`src/rtl/ddr_model_pkg.sv`:
```
// Shared types and helpers for the external-memory read channel model.
package ddr_model_pkg;

  typedef enum logic [1:0] {
    IDLE,
    ISSUE,
    DRAIN
  } state_t;

  localparam int unsigned FEAT_W   = 128;
  localparam int unsigned WEIGHT_W = 64;
  localparam int unsigned INSTR_W  = 64;

  // Bits needed to index v entries; never returns less than 1.
  function automatic int unsigned clog2(input int unsigned v);
    int unsigned r;
    r = 1;
    while ((32'd1 << r) < v) r++;
    return r;
  endfunction

endpackage

```
`src/rtl/ddr_rsp_fifo.sv`:
```
// First-word-fall-through synchronous FIFO; depth need not be a power of 2.
module ddr_rsp_fifo
  import ddr_model_pkg::*;
#(
  parameter int unsigned W     = 129,
  parameter int unsigned D     = 5,
  parameter int unsigned CNT_W = clog2(D + 1)
) (
  input  logic             clk,
  input  logic             rst,
  input  logic             push,
  input  logic [W-1:0]     push_data,
  input  logic             pop,
  output logic [W-1:0]     pop_data,
  output logic             full,
  output logic             empty,
  output logic [CNT_W-1:0] count
);

  localparam int unsigned PTR_W = clog2(D);

  logic [W-1:0]     mem [D];
  logic [PTR_W-1:0] wr_ptr;
  logic [PTR_W-1:0] rd_ptr;
  logic             do_pop;

  assign empty    = (count == '0);
  assign full     = (count == CNT_W'(D));
  assign do_pop   = pop && !empty;
  assign pop_data = mem[rd_ptr];

  always_ff @(posedge clk) begin
    if (rst) begin
      wr_ptr <= '0;
      rd_ptr <= '0;
      count  <= '0;
    end else begin
      if (push) wr_ptr <= (wr_ptr == PTR_W'(D - 1)) ? '0 : wr_ptr + PTR_W'(1);
      if (do_pop) rd_ptr <= (rd_ptr == PTR_W'(D - 1)) ? '0 : rd_ptr + PTR_W'(1);
      case ({push, do_pop})
        2'b10:   count <= count + CNT_W'(1);
        2'b01:   count <= count - CNT_W'(1);
        default: count <= count;
      endcase
    end
  end

  always_ff @(posedge clk) begin
    if (push) mem[wr_ptr] <= push_data;
  end

  // Upstream credit accounting must never let a push land on a full buffer.
  always_ff @(posedge clk) begin
    if (!rst && push) assert (!full);
  end

endmodule

```
`config.mk`:
```
export PLATFORM = sky130hd
export DESIGN_NAME = ddr_rsp_fifo
export DESIGN_NICKNAME = d
export VERILOG_FILES = /design/src/rtl/ddr_model_pkg.sv /design/src/rtl/ddr_rsp_fifo.sv
export SDC_FILE = /design/constraint.sdc
export NUM_CORES = 1
export LEC_CHECK = 0
export BUFFER_PORTS_ARGS = -buffer_cell sky130_fd_sc_hd__buf_2
export CAP_MARGIN = 10
export CORE_MARGIN = 8
export CORE_UTILIZATION = 45
export CTS_CLUSTER_DIAMETER = 200
export DETAILED_ROUTE_END_ITERATION = 6
export GPL_ROUTABILITY_DRIVEN = 0
export PLACE_DENSITY = 0.71
export SLEW_MARGIN = 0
export SYNTH_ARGS = -nofsm -noshare
export SYNTH_HDL_FRONTEND = slang
export SYNTH_SLANG_ARGS = --single-unit
export TNS_END_PERCENT = 50
```
`constraint.sdc`:
```
create_clock -name clk -period 10.1 [get_ports clk]
set_input_delay 0.505 -clock clk [delete_from_list [all_inputs] [get_ports clk]]
set_output_delay 0.505 -clock clk [all_outputs]
set_load 0.02 [all_outputs]
```
=== Word-level counts from Yosys, hierarchy flattened ===
Memories as Yosys holds them, arrays and structs flattened. A register that Yosys moved wholly into a read port is not among the register bits.
Index checks and enable logic that the tools add are counted.

* Register bits: 9
* Bits in latches: 0
* RAM bits: 645
* Memory bits (read-only): 0
* Input bits: 133
* Output and inout port bits: 134
* Word-level logic and storage cells: 24
* Memories kept: 1

* Add/sub/neg operators: 4
* Multiply operators: 0
* Divide/modulo/power cells: 0
* Magnitude comparators: 0
* Equal/unequal tests: 5
* Shifts and indexed selects: 0
* Mux-type cells: 7
* Bitwise gates (word level): 0
* Reductions and logical operators: 4

{| class="wikitable"
|+ Memory list
! memory !! depth !! width !! rd ports !! clocked after memory_dff !! wr ports !! line !! RTL
|-
| mem || 5 || 129 || 1 || 1 || 1 || ddr_rsp_fifo.sv:22 || <nowiki>logic [W-1:0] mem [D];</nowiki>
|}

{| class="wikitable"
|+ Operator list
! kind !! count
|-
| $mux W3 || 4
|-
| $add A3 B1 Y3 const B || 3
|-
| $eq A3 B3 Y1 const B || 3
|-
| $pmux W3 S2 || 1
|-
| $logic_not A3 Y1 || 1
|-
| $sub A3 B1 Y3 const B || 1
|-
| $eq A2 B1 Y1 const B || 1
|-
| $eq A2 B2 Y1 const B || 1
|-
| $mux W1 || 2
|-
| $reduce_bool A2 Y1 || 1
|-
| $logic_and A1 B1 Y1 || 1
|-
| $logic_not A1 Y1 || 1
|}

=== Logic depth before layout (Yosys ltp) ===
Gate-level depths: netlist (run 1).

* Depth in word-level cells: 5
* Depth in mapped cells: 8
* Depth with buffers taken out: 8

=== Worst setup path before layout (run 1) ===
OpenSTA, ideal clock, no wires.

* Path kind: in2reg
* Start point: input port push
* End point: memory mem[4][0] (enable)
* Library setup time: 802 ps
* Arrival time: 9966 ps
* Required time: 9298 ps
* Setup slack: -668 ps
* Cell stages on the path: 2
* Path buffers: 0
* Cell sequence: nand2b_1 nor3b_1

* Word-level cells in the longest chain between the ends: 2

{| class="wikitable"
|+ RTL lines
! what !! line !! RTL
|-
| start, declared || ddr_rsp_fifo.sv:11 || <nowiki>input logic push,</nowiki>
|-
| $mux W1 || ddr_rsp_fifo.sv:49 || <nowiki>if (push) mem[wr_ptr] <= push_data;</nowiki>
|-
| $mux W1 (implied by the code) || ddr_rsp_fifo.sv:49 ||
|-
| end, declared || ddr_rsp_fifo.sv:22 ||
|}

Every way passes these cells.

==> results of run 1 <==
-- stage by stage --
| step | instance area [sq um] | worst slack [ns] | utilization (%) | instances |
|---|---|---|---|---|
| final | 28890 | 5.857 | 53.58 | 2072 |
| after global routing | 28880 | 5.453 | 53.57 | 2070 |
| after CTS | 28880 | 5.604 | 53.55 | 2067 |
| after detailed placement | 26700 | 6.249 | 49.52 | 1950 |
| after global placement | 26700 | 6.279 | 49.52 | 1950 |
| after floorplan | 24560 | 0.003565 | - | 1010 |
-- logic make-up after synthesis --
kind of cell	count (synthesis)	synth area share, %
AO/OA/AOI/OAI	12	0.2904
XOR/XNOR	2	0.07134
adder cells (fa/ha/maj)	6	0.3363
buffers and inverters	52	1.213
flip-flops	657	79.85
multiplexers	260	17.83
AND/OR/NAND/NOR	21	0.4127
-- flip-flops by register name, indices dropped and copies added, names as in the netlist, named ones only --
signal  cells
count       3
mem       645
rd_ptr      3
wr_ptr      3
-- worst max-delay path, delay by kind of cell (launching register included) --
family   cells  cell delay [ns]
mux          2             0.88
flops        1             0.72
buf+inv      3             1.50
-- final cells by class --
type,instances,area [sq um],area share (%)
timing repair buffer,287,1489,5.154
clock inverter,30,351.6,1.217
multi-input combinational,301,4687,16.22
clock buffer,87,1824,6.315
antenna,5,12.51,0.04331
tap,696,870.8,3.014
sequential,657,19620,67.92
inverter,9,33.78,0.1169
-- Yosys cell counts --
library cell	instances
sky130_fd_sc_hd__a22oi_1	1
sky130_fd_sc_hd__nor2b_1	1
sky130_fd_sc_hd__o21ai_0	3
sky130_fd_sc_hd__a21oi_1	5
sky130_fd_sc_hd__ha_1	5
sky130_fd_sc_hd__edfxtp_1	645
sky130_fd_sc_hd__and3_1	1
sky130_fd_sc_hd__nand2b_1	1
sky130_fd_sc_hd__buf_1	9
sky130_fd_sc_hd__fa_1	1
sky130_fd_sc_hd__nor3b_1	1
sky130_fd_sc_hd__nor3_1	3
sky130_fd_sc_hd__xor2_1	2
sky130_fd_sc_hd__or3b_2	1
sky130_fd_sc_hd__clkbuf_1	17
sky130_fd_sc_hd__a21o_1	1
sky130_fd_sc_hd__buf_2	4
sky130_fd_sc_hd__nand2_1	3
sky130_fd_sc_hd__inv_1	9
sky130_fd_sc_hd__mux2_2	129
sky130_fd_sc_hd__nor2_1	9
sky130_fd_sc_hd__o31ai_1	1
sky130_fd_sc_hd__dfxtp_1	12
sky130_fd_sc_hd__mux4_2	129
sky130_fd_sc_hd__or3_1	1
sky130_fd_sc_hd__a211o_1	1
sky130_fd_sc_hd__buf_6	13
sky130_fd_sc_hd__mux2i_1	2
-- power by group --
part           total [W]  switching [W]  internal [W]  leakage (nW)
combinational    0.00114       0.000617      0.000521          2.45
sequential       0.00315      0.0000583       0.00310          6.00
clock            0.00242       0.000967       0.00146          1.07
total            0.00672        0.00164       0.00507          9.51
-- per-layer routing --
metal	track usage [%]	part of all wire, %
met2	26.46	50
met5	0	0.057
met4	5.202	2.5
met3	3.596	4.7
met1	20.21	43
-- worst min path at each step --
| stage | start | end | slack, ns | depth (start not counted) |
|---|---|---|---|---|
| 4_1_cts | push_data[108] | mem[2][108]$_DFFE_PP_ | 0.1 | 1 |
| 3_3_place_gp | rd_ptr[2]$_SDFFE_PP0N_ | flop | 0.49 | 2 |
| 2_1_floorplan | rd_ptr[2]$_SDFFE_PP0N_ | flop | 0.47 | 2 |
| 3_5_place_dp | rd_ptr[2]$_SDFFE_PP0N_ | flop | 0.50 | 2 |
| 6_report | push_data[83] | mem[0][83]$_DFFE_PP_ | 0.15 | 1 |
| 5_1_grt | push_data[78] | mem[1][78]$_DFFE_PP_ | 0.12 | 1 |
==> run metrics, run 1 <==
number of buffers between clock root and the deepest sink=3; global-route usage over all layers=15.74%; Worst R2R Start=wr_ptr[0]$_SDFFE_PP0P_; most common cell after layout, fill and taps aside=sky130_fd_sc_hd__edfxtp_1; crit path cell chain=buf_4 > buf_4 > mux4_2 > mux2_2 > buf_2; fraction of the cycle the final worst path needs=42.01%; clock tree from TritonCTS=yes; number of hold violations in the final report=0; average instance area after synthesis=24.31 sq um; FF-to-FF End=mem[0][48]$_DFFE_PP_; post-cts sizing count=0; area share of the largest cell type after synthesis=78.87%; r2r worst-path depth=4; layout filler cell count=4,062; cell with the largest stage delay on the worst path=sky130_fd_sc_hd__buf_4; Yosys warning total=0; synthesized netlist net count=1,149; Static Leakage=9.513 nW; # IOs=267; Crit Path Category=reg -> out; Die Outline Area=62,300 sq um; max-slew violations=0; clock transition time at the flip-flop clock pins of the worst setup and hold paths=0.06 ns; Tightest Pin Transition=1.096 ns; Hold Buf Count CTS=0; commonest cells after routing, fill and taps aside=sky130_fd_sc_hd__edfxtp_1 (645), sky130_fd_sc_hd__buf_2 (266), sky130_fd_sc_hd__mux4_2 (129), sky130_fd_sc_hd__mux2_2 (129), sky130_fd_sc_hd__clkbuf_16 (69); worst hold slack after final layout=0.1481 ns; min cycle time layout=4.243 ns; part of the Yosys area used for sequential elements=79.85%; Critical Path Most Common Cell=sky130_fd_sc_hd__buf_4; detailed-route vias per instance=5.393; Layout Nets=1,463; initial antenna violation count=8; Core Area=53,920 sq um; status=finished clean; cells taking the most area after synthesis=sky130_fd_sc_hd__edfxtp_1 (79%), sky130_fd_sc_hd__mux4_2 (12%), sky130_fd_sc_hd__mux2_2 (5.9%); router iterations before antenna repair=5; routed wire length per instance=23.63 um; count of max-cap constraint violations=0; chip height=249.6 um; Clock Skew=0.02485 ns; sum of overflow across all layers after global routing=0; post-layout power=0.006716 W; via count of the first global-routing pass=12,237; initial core utilization=45.54%; largest driver fanout on the critical path=37; total routed wirelength=48,950 um; Arr. time, crit path=3.74 ns; CTS Root Cell=sky130_fd_sc_hd__clkbuf_16; ratio of cells with drive above 1 in the final layout=47.19%; area leader, netlist=sky130_fd_sc_hd__edfxtp_1; horizontal die dimension=249.6 um; largest net degree at the start of global routing=61; Power per Cell Area=232.5 nW/um^2; Max transition margin=26.77%; type of the most critical hold path=in -> reg; clk sink count=657; Iter 0 DRT Violations=813; sum of net half-perimeters after detailed placement=28,630 um; number of remaining DRC errors=0; Worst-Skew Late Latency=0.58 ns; PortBufs=266; Critical Path Sink=pop_data[128]; postcts setup bufs=0; Worst path max stage delay=0.74 ns; data required time at the worst endpoint=9.60 ns; register-to-register setup slack=6.96 ns; Via Count=11,175; total CTS buffers=68; crit start category=flop; row count=85; deepest level of the CTS H-tree=3; number of nets with antenna violations after detailed routing=0; maximum VDD drop=170.0 uV; timing-limited maximum frequency=235.7 MHz; Area Growth Syn to Fin=17.64%; unrepaired setup endpoints after global routing=false; post-synthesis register bit count=657; Setup violations, final=0; Post-Route Setup TNS=0 ns; distinct cell type count after synthesis=28; number of standard cells after synthesis=1,010; wire length of the first global-routing pass=75,090 um; kind of end point of the critical path=primary output; Netlist Area Pre-Place=24,560 sq um
(Power assumes the default switching activity.)
==> run 2: changes to the inputs <==
==> constraint.sdc (replaced) <==
create_clock -name clk -period 3.5 [get_ports clk]
set_input_delay 0.175 -clock clk [delete_from_list [all_inputs] [get_ports clk]]
set_output_delay 0.175 -clock clk [all_outputs]
set_load 0.02 [all_outputs]
==> run 2 against run 1 <==
  * Register-to-register slack got worse by 5.7 ns
  * Utilization increased by 2.8 points
  * Hold slack got worse by 0.024 ns
  * Setup slack got worse by 5.2 ns
  * Die area unchanged
  * Sequential power increased to 2.9 times the previous value
  * Critical path type unchanged
  * Count of clock-buffer cells in the layout increased by 4
==> run metrics, run 2 (synthesis results as in run 1) <==
row count=85; Post-Route Setup TNS=0 ns; Worst-Skew Late Latency=0.59 ns; sum of overflow across all layers after global routing=0; register containing the most flip-flops in the final layout=mem; number of nets with antenna violations after detailed routing=0; sum of net half-perimeters after detailed placement=27,300 um; most common cell after layout, fill and taps aside=sky130_fd_sc_hd__edfxtp_1; Sw Share=24.91%; Reg power frac=46.5%; PortBufs=266; post-layout power=0.01949 W; Via Count=11,623; CTS Root Cell=sky130_fd_sc_hd__clkbuf_16; maximum VDD drop=459.4 uV; net load switching power=0.004856 W; detailed-route vias per instance=5.269; post-cts sizing count=0; # IOs=267; Iter 0 DRT Violations=646; power share of the combinational group=18.1%; Area Growth Syn to Fin=23.80%; total CTS buffers=70; fraction of the cycle the final worst path needs=80.91%; Max transition margin=44.24%; unrepaired setup endpoints after global routing=false; total routed wirelength=49,690 um; deepest level of the CTS H-tree=3; horizontal die dimension=249.6 um; Power per Cell Area=641.2 nW/um^2; postcts setup bufs=0; clock tree from TritonCTS=yes; internal power=0.01464 W; initial core utilization=45.54%; fraction of the core area covered by cells at the end of the flow=56.38%; initial antenna violation count=2; clock transition time at the flip-flop clock pins of the worst setup and hold paths=0.05 ns; global-route usage over all layers=15.88%; router iterations before antenna repair=4; clk sink count=657; relative contribution of the clock network to total power=35.4%; worst hold slack after final layout=0.1242 ns; Arr. time, crit path=2.66 ns; DP Worst Slack=1.189 ns; Hold Buf Count CTS=132; chip height=249.6 um; status=finished clean; Clock Skew=0.01986 ns; Setup violations, final=0; least setup slack across all paths after layout=0.6683 ns; ratio of cells with drive above 1 in the final layout=43.10%; min cycle time layout=2.832 ns; Tightest Pin Transition=0.8294 ns; max-slew violations=0; largest net degree at the start of global routing=119; timing-limited maximum frequency=353.1 MHz; Core Area=53,920 sq um; number of hold violations in the final report=0; type of the most critical hold path=in -> reg; number of buffers between clock root and the deepest sink=3; wire length of the first global-routing pass=76,490 um; commonest cells after routing, fill and taps aside=sky130_fd_sc_hd__edfxtp_1 (645), sky130_fd_sc_hd__buf_2 (266), sky130_fd_sc_hd__dlygate4sd3_1 (132); count of max-cap constraint violations=0; Crit Path Category=reg -> out; via count of the first global-routing pass=12,934; kind of end point of the critical path=primary output; Layout Nets=1,597; flip-flop count of the largest register after layout=645; number of remaining DRC errors=0; Static Leakage=10.09 nW; crit start category=flop; routed wire length per instance=22.53 um; Die Outline Area=62,300 sq um; largest driver fanout on the critical path=35; data required time at the worst endpoint=3.32 ns
-- run 2: changes by cell type in the layout (fill, tap and decap cells not counted), sizes merged --
cell | previous run | this run
dlygate4sd3 | 0 | 132
bufinv | 7 | 3
clkbuf | 87 | 91
clkinv | 20 | 24
clkinvlp | 0 | 3
diode | 5 | 2
inv | 12 | 10
-- run 2: final timing paths --
path	start	end	cells past startpoint	slack, ns
max	flop	pop_data[77]	4	0.67
min	pop	flop	4	0.12
max reg2reg	count[0]$_SDFFE_PP0P_	count[2]$_SDFFE_PP0P_	8	1.22
min reg2reg	wr_ptr[0]$_SDFFE_PP0P_	wr_ptr[0]$_SDFFE_PP0P_	2	0.50
-- run 2: per-layer routing --
metal  track usage, %  share of wire (%)  vias up
met3            3.845                4.9       79
met2            28.07                 52      288
met4            4.750                2.2        0
li1                 -                  -     5161
met1            19.20                 41     6095
met5                0                  0        -
-- run 2: critical path, stage by stage (launching register included) --
cell,delay [ns]
sky130_fd_sc_hd__dfxtp_4,0.67
sky130_fd_sc_hd__buf_12,0.36
sky130_fd_sc_hd__mux4_2,0.55
sky130_fd_sc_hd__mux2_2,0.29
sky130_fd_sc_hd__buf_2,0.16
-- run 2: area by class of cell --
cell class,instances,area [sq um]
Sequential cell,657,19620
Clock buffer,91,1894
Multi-Input combinational cell,301,4707
Timing Repair Buffer,419,3010
Tap cell,696,870.8
Fill cell,3909,23520
Antenna cell,2,5.005
Clock inverter,31,256.5
Inverter,9,33.78
-- run 2: stage by stage --
stage          std cells  cell area, sq um
5_1_grt             2206             30400
6_report            2206             30400
2_1_floorplan       1010             24610
3_3_place_gp        1950             26920
3_5_place_dp        1950             26920
4_1_cts             2204             30400
-- run 2: power by group through the flow --
| stage | registers (W) | logic (W) | clock network [W] |
|---|---|---|---|
| final | 0.00907 | 0.00352 | 0.00690 |
| after global routing | 0.00910 | 0.00377 | 0.00740 |
| after CTS | 0.00908 | 0.00360 | 0.00709 |
| after detailed placement | 0.00925 | 0.00346 | 0 |
| after global placement | 0.00923 | 0.00343 | 0 |
| after floorplan | 0.00919 | 0.00246 | 0 |
